File: src/rtl/npc_mem_arbiter_if.sv
// Bundle of IFU, LSU and memory-bridge signals around the NPC memory arbiter.
// Latency: none; this file only groups wires.
// Backpressure: held req lines, with a gnt pulse on each side.
`timescale 1ns/1ps
interface npc_mem_arbiter_if #(
    parameter int ADDR_W = 32,
    parameter int DATA_W = 32
);
    logic              ifu_req;
    logic [ADDR_W-1:0] ifu_addr;
    logic              ifu_gnt;
    logic              ifu_rvalid;
    logic [DATA_W-1:0] ifu_rdata;

    logic              lsu_req;
    logic              lsu_we;
    logic [ADDR_W-1:0] lsu_addr;
    logic [DATA_W-1:0] lsu_wdata;
    logic [3:0]        lsu_wmask;
    logic              lsu_gnt;
    logic              lsu_rvalid;
    logic [DATA_W-1:0] lsu_rdata;

    logic              mem_req;
    logic              mem_we;
    logic [ADDR_W-1:0] mem_addr;
    logic [DATA_W-1:0] mem_wdata;
    logic [3:0]        mem_wmask;
    logic              mem_gnt;
    logic              mem_rvalid;
    logic [DATA_W-1:0] mem_rdata;

    logic              arb_err;

    // Arbiter side.
    modport slave (
        input  ifu_req, ifu_addr,
        input  lsu_req, lsu_we, lsu_addr, lsu_wdata, lsu_wmask,
        input  mem_gnt, mem_rvalid, mem_rdata,
        output ifu_gnt, ifu_rvalid, ifu_rdata,
        output lsu_gnt, lsu_rvalid, lsu_rdata,
        output mem_req, mem_we, mem_addr, mem_wdata, mem_wmask,
        output arb_err
    );

    // Core and bridge side.
    modport master (
        output ifu_req, ifu_addr,
        output lsu_req, lsu_we, lsu_addr, lsu_wdata, lsu_wmask,
        output mem_gnt, mem_rvalid, mem_rdata,
        input  ifu_gnt, ifu_rvalid, ifu_rdata,
        input  lsu_gnt, lsu_rvalid, lsu_rdata,
        input  mem_req, mem_we, mem_addr, mem_wdata, mem_wmask,
        input  arb_err
    );
endinterface

File: src/rtl/npc_mem_arbiter.sv
// Round-robin IFU/LSU sharing of one pmem port. Optional abort watchdog: NPC_ARB_TIMEOUT_EN.
// Latency: gnt one cycle after capture; rvalid is combinational from mem_rvalid; one idle bubble after each transaction.
// Backpressure: requesters hold req until gnt; mem_req is held until mem_gnt.
`timescale 1ns/1ps
module npc_mem_arbiter #(
    parameter int ADDR_W = 32,
    parameter int DATA_W = 32
`ifdef NPC_ARB_TIMEOUT_EN
    ,
    parameter int TIMEOUT = 255
`endif
) (
    input  logic             clk,
    input  logic             reset,
    npc_mem_arbiter_if.slave bus
);
    typedef enum logic [1:0] {IDLE, ISSUE, WAIT} state_t;

    state_t            state;
    state_t            state_nxt;
    logic              owner_lsu;
    logic              any_req;
    logic              pick_lsu;
    logic              capture;
    logic              complete;
    logic              abort;
    logic              finish;
    logic [ADDR_W-1:0] sel_addr;
    logic [DATA_W-1:0] sel_wdata;

    assign any_req  = bus.ifu_req | bus.lsu_req;
    // On a tie the port that did not own the last transaction wins.
    assign pick_lsu = bus.lsu_req & (~bus.ifu_req | ~owner_lsu);
    assign capture  = (state == IDLE) & any_req;
    assign complete = ((state == ISSUE) & bus.mem_gnt & bus.mem_rvalid) |
                      ((state == WAIT) & bus.mem_rvalid);
    assign finish   = complete | abort;

    assign sel_addr  = pick_lsu ? bus.lsu_addr : bus.ifu_addr;
    assign sel_wdata = pick_lsu ? bus.lsu_wdata : '0;

    always_ff @(posedge clk or posedge reset) begin
        if (reset) begin
            state <= IDLE;
        end else begin
            state <= state_nxt;
        end
    end

    always_comb begin
        state_nxt   = state;
        bus.mem_req = 1'b0;
        case (state)
            IDLE: begin
                if (any_req) state_nxt = ISSUE;
            end
            ISSUE: begin
                bus.mem_req = ~abort;
                if (finish)           state_nxt = IDLE;
                else if (bus.mem_gnt) state_nxt = WAIT;
            end
            WAIT: begin
                if (finish) state_nxt = IDLE;
            end
            default: state_nxt = IDLE;
        endcase
    end

    always_ff @(posedge clk or posedge reset) begin
        if (reset) begin
            owner_lsu     <= 1'b0;
            bus.ifu_gnt   <= 1'b0;
            bus.lsu_gnt   <= 1'b0;
            bus.mem_we    <= 1'b0;
            bus.mem_addr  <= '0;
            bus.mem_wdata <= '0;
            bus.mem_wmask <= '0;
        end else begin
            bus.ifu_gnt <= 1'b0;
            bus.lsu_gnt <= 1'b0;
            if (capture) begin
                owner_lsu     <= pick_lsu;
                bus.ifu_gnt   <= ~pick_lsu;
                bus.lsu_gnt   <= pick_lsu;
                bus.mem_we    <= pick_lsu & bus.lsu_we;
                bus.mem_addr  <= sel_addr;
                bus.mem_wdata <= sel_wdata;
                bus.mem_wmask <= pick_lsu ? bus.lsu_wmask : 4'b0000;
            end
        end
    end

    assign bus.ifu_rvalid = finish & ~owner_lsu;
    assign bus.lsu_rvalid = finish & owner_lsu;
    // Aborted transactions and stores return zero data.
    assign bus.ifu_rdata  = (bus.ifu_rvalid & complete) ? bus.mem_rdata : '0;
    assign bus.lsu_rdata  = (bus.lsu_rvalid & complete & ~bus.mem_we) ? bus.mem_rdata : '0;

`ifdef NPC_ARB_TIMEOUT_EN
    localparam int CNT_W = $clog2(TIMEOUT + 1);

    logic [CNT_W-1:0] cnt;
    logic             err_q;

    always_ff @(posedge clk or posedge reset) begin
        if (reset) begin
            cnt   <= '0;
            err_q <= 1'b0;
        end else begin
            if (state == IDLE) cnt <= '0;
            else               cnt <= cnt + CNT_W'(1);
            if (abort) err_q <= 1'b1;
        end
    end

    assign abort       = (state != IDLE) & (cnt == CNT_W'(TIMEOUT)) & ~complete;
    assign bus.arb_err = err_q;
`else
    assign abort       = 1'b0;
    assign bus.arb_err = 1'b0;
`endif
endmodule
File: src/flat_wrapper.sv
// flat-port wrapper written by rule: the top's interface ports become plain ports
module npc_mem_arbiter_flat 
#(
    parameter int ADDR_W = 32,
    parameter int DATA_W = 32

)
  (clk, reset, bus_ifu_req, bus_ifu_addr, bus_lsu_req, bus_lsu_we, bus_lsu_addr, bus_lsu_wdata, bus_lsu_wmask, bus_mem_gnt, bus_mem_rvalid, bus_mem_rdata, bus_ifu_gnt, bus_ifu_rvalid, bus_ifu_rdata, bus_lsu_gnt, bus_lsu_rvalid, bus_lsu_rdata, bus_mem_req, bus_mem_we, bus_mem_addr, bus_mem_wdata, bus_mem_wmask, bus_arb_err);
  npc_mem_arbiter_if #(.ADDR_W(ADDR_W), .DATA_W(DATA_W)) bus_i ();
  input  logic clk;
  input  logic reset;
  input wire logic [$bits(bus_i.ifu_req)-1:0] bus_ifu_req;
  input wire logic [$bits(bus_i.ifu_addr)-1:0] bus_ifu_addr;
  input wire logic [$bits(bus_i.lsu_req)-1:0] bus_lsu_req;
  input wire logic [$bits(bus_i.lsu_we)-1:0] bus_lsu_we;
  input wire logic [$bits(bus_i.lsu_addr)-1:0] bus_lsu_addr;
  input wire logic [$bits(bus_i.lsu_wdata)-1:0] bus_lsu_wdata;
  input wire logic [$bits(bus_i.lsu_wmask)-1:0] bus_lsu_wmask;
  input wire logic [$bits(bus_i.mem_gnt)-1:0] bus_mem_gnt;
  input wire logic [$bits(bus_i.mem_rvalid)-1:0] bus_mem_rvalid;
  input wire logic [$bits(bus_i.mem_rdata)-1:0] bus_mem_rdata;
  output wire logic [$bits(bus_i.ifu_gnt)-1:0] bus_ifu_gnt;
  output wire logic [$bits(bus_i.ifu_rvalid)-1:0] bus_ifu_rvalid;
  output wire logic [$bits(bus_i.ifu_rdata)-1:0] bus_ifu_rdata;
  output wire logic [$bits(bus_i.lsu_gnt)-1:0] bus_lsu_gnt;
  output wire logic [$bits(bus_i.lsu_rvalid)-1:0] bus_lsu_rvalid;
  output wire logic [$bits(bus_i.lsu_rdata)-1:0] bus_lsu_rdata;
  output wire logic [$bits(bus_i.mem_req)-1:0] bus_mem_req;
  output wire logic [$bits(bus_i.mem_we)-1:0] bus_mem_we;
  output wire logic [$bits(bus_i.mem_addr)-1:0] bus_mem_addr;
  output wire logic [$bits(bus_i.mem_wdata)-1:0] bus_mem_wdata;
  output wire logic [$bits(bus_i.mem_wmask)-1:0] bus_mem_wmask;
  output wire logic [$bits(bus_i.arb_err)-1:0] bus_arb_err;
  assign bus_i.ifu_req = bus_ifu_req;
  assign bus_i.ifu_addr = bus_ifu_addr;
  assign bus_i.lsu_req = bus_lsu_req;
  assign bus_i.lsu_we = bus_lsu_we;
  assign bus_i.lsu_addr = bus_lsu_addr;
  assign bus_i.lsu_wdata = bus_lsu_wdata;
  assign bus_i.lsu_wmask = bus_lsu_wmask;
  assign bus_i.mem_gnt = bus_mem_gnt;
  assign bus_i.mem_rvalid = bus_mem_rvalid;
  assign bus_i.mem_rdata = bus_mem_rdata;
  assign bus_ifu_gnt = bus_i.ifu_gnt;
  assign bus_ifu_rvalid = bus_i.ifu_rvalid;
  assign bus_ifu_rdata = bus_i.ifu_rdata;
  assign bus_lsu_gnt = bus_i.lsu_gnt;
  assign bus_lsu_rvalid = bus_i.lsu_rvalid;
  assign bus_lsu_rdata = bus_i.lsu_rdata;
  assign bus_mem_req = bus_i.mem_req;
  assign bus_mem_we = bus_i.mem_we;
  assign bus_mem_addr = bus_i.mem_addr;
  assign bus_mem_wdata = bus_i.mem_wdata;
  assign bus_mem_wmask = bus_i.mem_wmask;
  assign bus_arb_err = bus_i.arb_err;
  npc_mem_arbiter #(.ADDR_W(ADDR_W), .DATA_W(DATA_W)) u_core (.clk(clk), .reset(reset), .bus(bus_i));
endmodule
File: config.mk
export PLATFORM = sky130hd
export DESIGN_NAME = npc_mem_arbiter_flat
export DESIGN_NICKNAME = d
export VERILOG_FILES = /design/src/rtl/npc_mem_arbiter_if.sv /design/src/rtl/npc_mem_arbiter.sv /design/src/flat_wrapper.sv
export SDC_FILE = /design/constraint.sdc
export NUM_CORES = 1
export LEC_CHECK = 0
export ABC_AREA = 1
export CORE_MARGIN = 2
export CORE_UTILIZATION = 34
export CTS_CLUSTER_SIZE = 10
export DETAILED_ROUTE_END_ITERATION = 16
export MAX_ROUTING_LAYER = met4
export PLACE_DENSITY = 0.82
export SLEW_MARGIN = 40
export SYNTH_ARGS = -nofsm -noshare
export SYNTH_HDL_FRONTEND = slang
export SYNTH_SLANG_ARGS = --single-unit
File: constraint.sdc
create_clock -name clk -period 3.05 [get_ports clk]
set_clock_uncertainty 0.2 [all_clocks]
set_input_delay 0.4575 -clock clk [delete_from_list [all_inputs] [get_ports clk]]
set_output_delay 0.4575 -clock clk [all_outputs]
set_load 0.01 [all_outputs]
==> results_tabular.tex <==
\begin{tabular}{lr}
\hline
Metric & Value \\
\hline
\multicolumn{2}{l}{\textbf{Status}} \\
Outcome & finished, final reports clean \\
\multicolumn{2}{l}{\textbf{Power and ir drop}} \\
Sequential share of power & 0.323 \\
Switching share of power & 0.356 \\
Net load switching power & 1.87 mW \\
Post-route total power & 5.25 mW \\
Static Leak & 3.40 nW \\
Highest ir drop seen on vdd & 0.000367 V \\
Pint & 3.38 mW \\
Ratio of total power to cell area & 777 mW/mm\^{}2 \\
Combinational fraction of design power & 0.491 \\
Clock Power Share & 0.186 \\
\multicolumn{2}{l}{\textbf{GRT}} \\
Via count of the first global-routing pass & 4138 \\
Largest net degree at the start of global routing & 38 \\
Total track usage & 0.226 \\
Global-route wire length before repair & 19800 um \\
GR Overflow Total & 0 \\
Antenna violations before repair & 0 \\
\multicolumn{2}{l}{\textbf{Floorplanning}} \\
Number of standard-cell rows in the floorplan & 37 \\
Top-Level Pins & 278 \\
Core outline area & 0.0104 sq mm \\
Die ar. & 0.0116 sq mm \\
Die outline height & 108 um \\
Effective utilization at floorplan & 0.351 \\
Width of the chip & 108 um \\
\multicolumn{2}{l}{\textbf{Setup path}} \\
Worst setup slack for register-to-register paths & 1.18 ns \\
Cell occurring most often along the worst timing path & clkdlybuf4s50\_1 \\
FF-to-FF End & u\_core.bus.mem\_addr[20] \\
Crit path buffers/inverters & 3 \\
Top delay family on crit path & buffers and inverters \\
CP required & 2.39 ns \\
Endpoint kind of the worst setup timing path & output port \\
Cell-by-cell trace of the critical path & clkdlybuf4s50\_1 -> nand3\_1 -> nand2\_1 -> nand4\_2 -> buf\_4 -> nor2\_1 -> clkdlybuf4s50\_1 \\
Source of the worst register-to-register timing path & u\_core.owner\_lsu \\
Category of the most critical setup path & in -> out \\
R2R depth & 7 \\
CP Data Arrival Time & 2.21 ns \\
Startpoint class of the critical path & primary input \\
Slowest stage cell, crit path & clkdlybuf4s50\_1 \\
Critical Path Max Stage Delay & 0.55 ns \\
Highest fanout seen on the critical path & 32 \\
\multicolumn{2}{l}{\textbf{Logic synthesis}} \\
Mean instance size in the synthesized netlist & 6.91 sq um \\
Synthesized instance count & 527 \\
Flip-flop and latch count after synthesis & 74 \\
Number of distinct standard cells referenced by the synthesized netlist & 17 \\
Number of warnings issued by yosys & 0 \\
Post-synthesis net count & 666 \\
Sequential element share of the synthesized area & 0.508 \\
Post-synthesis instance area & 0.00364 sq mm \\
\multicolumn{2}{l}{\textbf{Drt}} \\
Post-Route WL & 13000 um \\
Number of nets with antenna violations after detailed routing & 0 \\
Average detailed-routed wire length per instance & 13.9 um \\
Count of routing violations after the opening detailed-route iteration & 310 \\
Detail-routed via count per cell & 4.50 \\
Number of vias in the routed layout & 4200 \\
DRC Markers & 0 \\
First-pass iteration count of the detailed router & 5 \\
\multicolumn{2}{l}{\textbf{Timing}} \\
Hold Vio Cnt, Final & 0 \\
Relative slew slack & 0.627 \\
Fin crit period & 2.87 ns \\
Final Setup Violations & 0 \\
Setup TNS after final layout & 0 ns \\
Unrepaired setup endpoints after global routing & false \\
Max Clk Rate & 349 MHz \\
Actual transition at the worst max-transition pin & 0.558 ns \\
Final cycle utilization of the critical path & 0.941 \\
Count of final max-slew check failures & 0 \\
\multicolumn{2}{l}{\textbf{CTS}} \\
Clock-pin transition on the worst setup and hold timing paths & 0.08 ns \\
Worst skew pair latency & 0.33 ns \\
Resize count post-CTS & 0 \\
Number of sinks driven by the clock tree & 74 \\
H-tree depth reported by CTS & 3 \\
Clock tree from TritonCTS & done \\
Clock buffers created by TritonCTS & 9 \\
Post-CTS Hold Buffers & 0 \\
Post-CTS setup-driven buffer insertion count & 0 \\
Clock buffer depth & 2 \\
Root Buffer & clkbuf\_8 \\
\multicolumn{2}{l}{\textbf{Placement}} \\
Number of input and output port buffers inserted & 276 \\
DP HPWL & 10300 um \\
GP Congestion & 0.831 \\
\multicolumn{2}{l}{\textbf{Run}} \\
Reported max-cap violation count & 0 \\
\multicolumn{2}{l}{\textbf{Finish}} \\
Number of diodes added for antenna fixing & 0 \\
Fraction of the core area covered by cells at the end of the flow & 0.651 \\
Share of layout cells above drive strength 1 & 0.0376 \\
Area added between synthesis and finish & 85.4\% \\
Count of nets after finishing & 933 \\
\multicolumn{2}{l}{\textbf{Worst hold path}} \\
Worst Hold Class & in -> async \\
\hline
\end{tabular}
==> cell families after synthesis <==
group	share of synthesized area
AO/OA/AOI/OAI	0.00756
buffers and inverters	0.0873
flip-flops	0.508
other	0.00103
AND/OR/NAND/NOR	0.396
==> synthesized netlist by cell type <==
| library cell | count | area (sq um) |
|---|---|---|
| o31ai_1 | 1 | 7.51 |
| nand2_2 | 1 | 6.26 |
| buf_2 | 20 | 100 |
| buf_6 | 2 | 22.5 |
| dfrtp_1 | 74 | 1850 |
| inv_1 | 38 | 143 |
| nor2_1 | 69 | 259 |
| nand2_1 | 306 | 1150 |
| a21oi_1 | 1 | 5.00 |
| conb_1 | 1 | 3.75 |
| nand3_2 | 1 | 10.0 |
| nand4_2 | 1 | 12.5 |
| o21ai_1 | 1 | 5.00 |
| inv_2 | 2 | 7.51 |
| buf_4 | 6 | 45.0 |
| o21ai_0 | 2 | 10.0 |
| nand3_1 | 1 | 5.00 |
==> layout by cell type, fill, tap and decap left out, types with 2 or more instances in the layout <==
| master | instances |
|---|---|
| buf_4 | 7 |
| dfrtp_1 | 74 |
| nand2_1 | 306 |
| nor2_1 | 68 |
| o21ai_0 | 2 |
| clkdlybuf4s50_1 | 276 |
| inv_2 | 3 |
| inv_1 | 37 |
| clkbuf_8 | 9 |
| bufinv_16 | 4 |
==> power by group through the flow <==
stage / Clock, mW / Sequential [mW] / Combinational, mW
CTS: 0.999 / 1.70 / 2.62
finish: 0.979 / 1.69 / 2.58
global route: 1.04 / 1.74 / 2.80
global placement: 0 / 1.68 / 2.55
detailed placement: 0 / 1.71 / 2.61
floorplan: 0 / 1.89 / 0.909
==> routing by layer <==
layer / wire [um] / GRT usage / part of all wire
met5: 0 / - / 0
met1: 4680 / 0.236 / 0.36
met3: 867 / 0.0381 / 0.067
met2: 7130 / 0.416 / 0.55
met4: 320 / 0.101 / 0.025
==> area by class of cell <==
class                      instances  area, sq um
clock buffer                      10          128
clock inverter                     5          128
fill                             887         3620
inverter                          40          150
multi-input combinational        385         1490
sequential                        74         1850
tap                              136          170
timing repair buffer             284         2840
==> registers in the layout, summed over array words and instances, names as in the netlist <==
name	cells
u_core.bus.mem_addr	32
u_core.bus.mem_wdata	32
u_core.bus.mem_wmask	4
u_core.state	2
u_core.bus.ifu_gnt	1
u_core.bus.lsu_gnt	1
u_core.bus.mem_we	1
u_core.owner_lsu	1
==> through the flow <==
| stage | cell area, sq um | hold WS, ns | instances | setup WS [ns] |
|---|---|---|---|---|
| finish | 6750 | 0.219 | 934 | 0.181 |
| floorplan | 3640 | 0.296 | 527 | 0.511 |
| detailed placement | 6500 | 0.264 | 919 | 0.160 |
| CTS | 6750 | 0.216 | 934 | 0.164 |
| global placement | 6500 | 0.261 | 919 | 0.237 |
| global route | 6750 | 0.251 | 934 | 0.0397 |
==> worst max-delay path by stage <==
stage                           start                 end  slack (ns)  depth (start not counted)
after floorplan                 reset  u_core.bus.ifu_gnt        0.51                          1
after global placement    bus_mem_gnt   bus_lsu_rdata[31]        0.24                          7
after detailed placement  bus_mem_gnt   bus_lsu_rdata[15]        0.16                          7
after CTS                 bus_mem_gnt   bus_lsu_rdata[15]        0.16                          7
after global routing      bus_mem_gnt   bus_lsu_rdata[10]        0.04                          7
final                     bus_mem_gnt   bus_lsu_rdata[15]        0.18                          7
(Power assumes the default switching activity.)
